<file path="src/rtl/mobilenet_pkg.sv">
// Shared types and layer geometry for the weight/bias address streamer.
// Segment boundaries are derived from the per-part channel tables below.
package mobilenet_pkg;

    typedef enum logic [1:0] {
        NONE    = 2'd0,
        WEIGHTS = 2'd1,
        BIAS    = 2'd2
    } seg_kind_t;

    typedef enum logic [1:0] {
        IDLE   = 2'd0,
        LOOKUP = 2'd1,
        STREAM = 2'd2,
        DONE   = 2'd3
    } state_t;

    localparam logic [1:0] LT_CONV     = 2'd0;
    localparam logic [1:0] LT_DW       = 2'd1;
    localparam logic [1:0] LT_PW       = 2'd2;
    localparam logic [1:0] LT_PW_SPLIT = 2'd3;

    // A "part" is one weight segment plus its bias segment; the split
    // pointwise layer occupies two parts, each covering half the outputs.
    localparam int NUM_PARTS = 28;

    localparam logic [1:0] PART_TYPE [NUM_PARTS] = '{
        LT_CONV,
        LT_DW, LT_PW, LT_DW, LT_PW, LT_DW, LT_PW, LT_DW, LT_PW,
        LT_DW, LT_PW, LT_DW, LT_PW,
        LT_DW, LT_PW, LT_DW, LT_PW, LT_DW, LT_PW, LT_DW, LT_PW, LT_DW, LT_PW,
        LT_DW, LT_PW, LT_DW, LT_PW_SPLIT, LT_PW_SPLIT
    };

    localparam int PART_CIN [NUM_PARTS] = '{
        3,
        8, 8, 16, 16, 32, 32, 32, 32,
        64, 64, 64, 64,
        128, 128, 128, 128, 128, 128, 128, 128, 128, 128,
        128, 128, 256, 256, 256
    };

    localparam int PART_COUT [NUM_PARTS] = '{
        8,
        8, 16, 16, 32, 32, 32, 32, 64,
        64, 64, 64, 128,
        128, 128, 128, 128, 128, 128, 128, 128, 128, 128,
        128, 256, 256, 256, 256
    };

    function automatic int weight_size(input int p, input int conv_size);
        int n;
        case (PART_TYPE[p])
            LT_CONV: n = PART_CIN[p] * PART_COUT[p] * conv_size;
            LT_DW:   n = PART_COUT[p] * conv_size;
            LT_PW:   n = PART_CIN[p] * PART_COUT[p];
            default: n = (PART_CIN[p] * PART_COUT[p]) >> 1;
        endcase
        return n;
    endfunction

    function automatic int bias_size(input int p);
        return (PART_TYPE[p] == LT_PW_SPLIT) ? (PART_COUT[p] >> 1) : PART_COUT[p];
    endfunction

    function automatic int weight_end(input int p, input int conv_size);
        int acc;
        acc = 0;
        for (int i = 0; i <= p; i++) acc = acc + weight_size(i, conv_size);
        return acc;
    endfunction

    function automatic int bias_end(input int p);
        int acc;
        acc = 0;
        for (int i = 0; i <= p; i++) acc = acc + bias_size(i);
        return acc;
    endfunction

endpackage

</file>
<file path="src/rtl/seg_table.sv">
// Combinational step -> segment lookup. Step 3p+1 is the weight segment of
// part p, step 3p+2 its bias segment; every other step is unmapped.
module seg_table
    import mobilenet_pkg::*;
#(
    parameter int ADDR_W    = 18,
    parameter int STEP_W    = 7,
    parameter int CONV_SIZE = 9,
    parameter int NUM_SEG   = 56
) (
    input  logic [STEP_W-1:0] i_step,
    output logic [ADDR_W-1:0] o_first,
    output logic [ADDR_W-1:0] o_last,
    output seg_kind_t         o_kind
);

    localparam int NUM_ENT = ((NUM_SEG / 2) < NUM_PARTS) ? (NUM_SEG / 2) : NUM_PARTS;

    logic [ADDR_W-1:0] w_wfirst [NUM_ENT];
    logic [ADDR_W-1:0] w_wlast  [NUM_ENT];
    logic [ADDR_W-1:0] w_bfirst [NUM_ENT];
    logic [ADDR_W-1:0] w_blast  [NUM_ENT];

    for (genvar p = 0; p < NUM_ENT; p++) begin : g_part
        assign w_wlast[p]  = ADDR_W'(weight_end(p, CONV_SIZE));
        assign w_wfirst[p] = ADDR_W'(weight_end(p, CONV_SIZE) - weight_size(p, CONV_SIZE));
        assign w_blast[p]  = ADDR_W'(bias_end(p));
        assign w_bfirst[p] = ADDR_W'(bias_end(p) - bias_size(p));
    end

    always_comb begin
        o_first = '0;
        o_last  = '0;
        o_kind  = NONE;
        for (int p = 0; p < NUM_ENT; p++) begin
            if (i_step == STEP_W'(3 * p + 1)) begin
                o_first = w_wfirst[p];
                o_last  = w_wlast[p];
                o_kind  = WEIGHTS;
            end else if (i_step == STEP_W'(3 * p + 2)) begin
                o_first = w_bfirst[p];
                o_last  = w_blast[p];
                o_kind  = BIAS;
            end
        end
    end

endmodule

</file>
<file path="src/rtl/weight_addr_streamer.sv">
// Streams the address range [first, last) of one weight or bias segment
// over a valid/ready port, selected by a network step index.
module weight_addr_streamer
    import mobilenet_pkg::*;
#(
    parameter int ADDR_W    = 18,
    parameter int STEP_W    = 7,
    parameter int CONV_SIZE = 9,
    parameter int NUM_SEG   = 56
) (
    input  logic              clk,
    input  logic              rst,
    input  logic              start,
    input  logic [STEP_W-1:0] step,
    input  logic              abort,
    output logic [ADDR_W-1:0] addr,
    output logic              addr_valid,
    input  logic              addr_ready,
    output logic              addr_last,
    output logic              re_weights,
    output logic              re_bias,
    output logic              busy,
    output logic              done,
    output logic              err
);

    state_t            r_state;
    state_t            w_next_state;
    logic [STEP_W-1:0] r_step;
    logic [ADDR_W-1:0] r_last;
    logic [ADDR_W-1:0] r_cur;
    seg_kind_t         r_kind;
    logic              r_err;
    logic              w_err_next;
    logic [ADDR_W-1:0] w_first;
    logic [ADDR_W-1:0] w_last;
    seg_kind_t         w_kind;
    logic              w_is_last;
    logic              w_active;

    seg_table #(
        .ADDR_W    (ADDR_W),
        .STEP_W    (STEP_W),
        .CONV_SIZE (CONV_SIZE),
        .NUM_SEG   (NUM_SEG)
    ) u_seg_table (
        .i_step  (r_step),
        .o_first (w_first),
        .o_last  (w_last),
        .o_kind  (w_kind)
    );

    assign w_is_last = (r_cur == (r_last - ADDR_W'(1)));

    always_comb begin
        w_next_state = r_state;
        w_err_next   = 1'b0;
        case (r_state)
            IDLE: begin
                if (start) w_next_state = LOOKUP;
            end
            LOOKUP: begin
                if (abort) begin
                    w_next_state = IDLE;
                end else if (w_kind == NONE) begin
                    w_next_state = IDLE;
                    w_err_next   = 1'b1;
                end else if (w_first == w_last) begin
                    w_next_state = DONE;
                end else begin
                    w_next_state = STREAM;
                end
            end
            STREAM: begin
                // abort wins over a same-cycle handshake
                if (abort) w_next_state = IDLE;
                else if (addr_ready && w_is_last) w_next_state = DONE;
            end
            DONE:    w_next_state = IDLE;
            default: w_next_state = IDLE;
        endcase
    end

    always_ff @(posedge clk) begin
        if (rst) begin
            r_state <= IDLE;
            r_step  <= '0;
            r_last  <= '0;
            r_cur   <= '0;
            r_kind  <= NONE;
            r_err   <= 1'b0;
        end else begin
            r_state <= w_next_state;
            r_err   <= w_err_next;
            if (r_state == IDLE && start) r_step <= step;
            if (r_state == LOOKUP) begin
                r_last <= w_last;
                r_kind <= w_kind;
                r_cur  <= w_first;
            end else if (r_state == STREAM && addr_ready && !abort) begin
                r_cur <= r_cur + ADDR_W'(1);
            end
        end
    end

    assign w_active   = (r_state == STREAM) || (r_state == DONE);
    assign addr       = r_cur;
    assign addr_valid = (r_state == STREAM);
    assign addr_last  = addr_valid && w_is_last;
    assign re_weights = w_active && (r_kind == WEIGHTS);
    assign re_bias    = w_active && (r_kind == BIAS);
    assign busy       = (r_state != IDLE);
    assign done       = (r_state == DONE);
    assign err        = r_err;

endmodule
</file>
<file path="config.mk">
export PLATFORM = sky130hd
export DESIGN_NAME = weight_addr_streamer
export DESIGN_NICKNAME = d
export VERILOG_FILES = /design/src/rtl/mobilenet_pkg.sv /design/src/rtl/seg_table.sv /design/src/rtl/weight_addr_streamer.sv
export SDC_FILE = /design/constraint.sdc
export NUM_CORES = 1
export LEC_CHECK = 0
export ABC_AREA = 1
export CAP_MARGIN = 0
export CORE_MARGIN = 2
export CORE_UTILIZATION = 48
export DETAILED_ROUTE_END_ITERATION = 8
export PLACE_DENSITY = 0.8
export SYNTH_ARGS = -nofsm -noshare
export SYNTH_HDL_FRONTEND = slang
export SYNTH_SLANG_ARGS = --single-unit
</file>
<file path="constraint.sdc">
create_clock -name clk -period 4.1 [get_ports clk]
set_input_delay 0.615 -clock clk [delete_from_list [all_inputs] [get_ports clk]]
set_output_delay 0.615 -clock clk [all_outputs]
set_load 0.01 [all_outputs]
</file>
==> impl_metrics.toml <==
[run_status]
outcome = "complete, no violations"

[layout]
multi_input_area_um2 = 2750
fillers = 831
fin_cells = 866
area_growth_pct = 13.2
finish.utilization_pct = 56.5
seq_area_um2 = 901
antenna_cells = 0
finalInstanceArea_um2 = 4690
nNetsFinal = 774
drive_gt1_share_pct = 6.18

[grt]
overflow = 0
first_global_vias = 5229
antenna_found_initial = 0
grt_pass1_wl_um = 26600
grt_max_degree = 23
grt_use_total_pct = 35.2

[routing]
vias = 5300
wire_per_inst_um = 19.2
remaining_drc_errors = 0
antenna_left = 0
routed_wl_um = 16600
vias_per_cell = 6.12
dr.pass1.iters = 9
first_iter_violations = 421

[placement]
place_inst = 858
dp_hpwl_um = 13400
io_buffer_count = 36
placed_area_um2 = 4600
gp_congestion = 1.10

[timing]
worst_pin_slew_ps = 828
clock_skew_ps = 12.6
setup_viol = 0
finalMaxSlewViolations = 0
fin_tns_setup_ps = 0
timing.final.crit_period_ps = 3650
rsz0062_at_grt = "no"
hold_violations = 0
timing.fmax_mhz = 274
timing.final.crit_share_pct = 88.9
slew_headroom_pct = 44.6

[critical_path]
cp.required_ps = 3480
arrival_ps = 3030
startpoint_type = "flip-flop"
crit_fanout = 6
end_kind = "output pin"
critPathKind = "flip-flop to output pin"

[cts]
numCtsBuffers = 5
cts_resized = 0
clk_latency_ps = 310
root_buffer = "clkbuf_8"
hold_buffers = 0
cts.clk_slew.worst_paths_ps = 80
ctsLongestPathBuffers = 2
cts_tree = "yes"
postCtsSetupBuffers = 0
cts_max_level = 2
clock-sinks = 45

[floorplan]
die_w_um = 96.9
initial_core_util_pct = 49.9
die-area_um2 = 9390
row_count = 33
die_h_um = 96.9
core-area_um2 = 8300
io_pins = 37

[yosys]
syn_inst = 726
synth_seq_cells = 45
yosysWarnings = 0
synth_ff_type = "dfxtp_1"
synthDistinctLibCells = 39
yosysSeqAreaShare_pct = 21.8
synth_edf_count = 0
syn_nets = 740
syn_area_um2 = 4140
syn_area_per_cell_um2 = 5.70
async_flop_share_pct = 0

[pwr]
cellPowerDensity_nw_per_um2 = 322
p_leak_nw = 2.36
irDropWorstVdd_mv = 0.160
finalPower_mw = 1.51

[flow_run]
drv_cap = 0

[hold_path]
hold_class = "flip-flop to flip-flop"
synth_stat cells (6+ instances only):
cell / n / area, µm²
xnor2_1: 7 / 61.3
clkbuf_1: 8 / 30.0
nor3_2: 6 / 60.1
o22ai_1: 8 / 50.1
nand4_1: 36 / 225
nor4_1: 18 / 113
o21ai_0: 49 / 245
inv_2: 19 / 71.3
inv_1: 99 / 372
nand3_1: 59 / 295
nor3_1: 28 / 140
nor2_2: 7 / 43.8
a21oi_1: 26 / 130
nand2_1: 115 / 432
nor2_1: 142 / 533
xor2_1: 19 / 166
dfxtp_1: 45 / 901
path summary, 6_finish.rpt:
path / startpoint / end / slack, ps / depth (start not counted)
max reg2reg: r_step[4] / r_last[5] / 1330 / 11
max: r_last[6] / addr_last / 450 / 12
min: r_last[7] / r_last[7] / 490 / 2
min reg2reg: r_last[7] / r_last[7] / 490 / 2
cell type report:
cell class / instances / share of cell area (%)
well taps: 105 / 2.80
flip-flops and latches: 45 / 19.2
repair buffers: 37 / 7.85
clock inverters: 3 / 0.454
inverters: 119 / 9.53
multi-input cells: 552 / 58.7
clock buffers: 5 / 1.47
cells in the final DEF (no fill, tap or decap), types with 2 or more instances in the layout:
master           count
dfxtp_1             45
nand4_1             36
xnor2_1              7
a21oi_1             26
o31ai_1              2
nor2_2               7
a22o_1               2
nor4_1              18
nor3_1              28
o221ai_1             2
a31oi_1              4
nor3_2               6
o21ai_0             49
o22ai_1              8
nand2_1            115
xor2_1              19
ha_1                 2
nor2_1             142
nor3b_1              2
o211ai_1             2
a21o_1               2
clkbuf_8             5
inv_2               19
nand3_1             59
nand3_2              2
clkdlybuf4s50_1     36
inv_1               99
nand2_2              3
cells by family after synthesis:
group | after synthesis | share of synthesized area, %
AOI/OAI and AO/OA | 103 | 13.9
xor gates and xnor gates | 26 | 5.50
and+or+nand+nor | 421 | 46.4
adders and majority gates | 2 | 0.604
buffers and inverters | 129 | 11.8
DFF | 45 | 21.8
sequential cells by signal, indices dropped and copies added (netlist names):
| register | count |
|---|---|
| r_step | 7 |
| err | 1 |
| r_kind | 2 |
| r_state | 2 |
| addr | 18 |
| r_last | 15 |
per-stage QoR:
step / hold slack (ps) / worst slack [ps]
finish: 492 / 455
global placement: 473 / 1090
CTS: 493 / 600
detailed placement: 479 / 949
global route: 544 / 193
floorplan: 458 / 1650
power by group:
group	leakage, nW	internal [mW]	total (mW)	switching (mW)
registers	0.367	0.474	0.527	0.0532
clock network	0.0445	0.121	0.282	0.161
logic	1.94	0.243	0.702	0.459
total	2.36	0.838	1.51	0.673
routing by layer:
layer,global-route usage (%),part of all wire (%)
met2,59.7,46
met3,5.35,7.8
met5,0,0
met1,40.2,38
met4,24.6,7.8
critical path, stage by stage, from the launching register on:
cell and delay (ps):
dfxtp_1 350, nor2_1 190, inv_1 100, nor2_2 250, nand2_1 110, xor2_1 270, xor2_1 270, nand3_1 120
nand3b_1 170, nor2_1 90, nand2_1 60, nor3_1 190, clkdlybuf4s50_1 580
No activity file was read; power rests on OpenSTA's default activity.
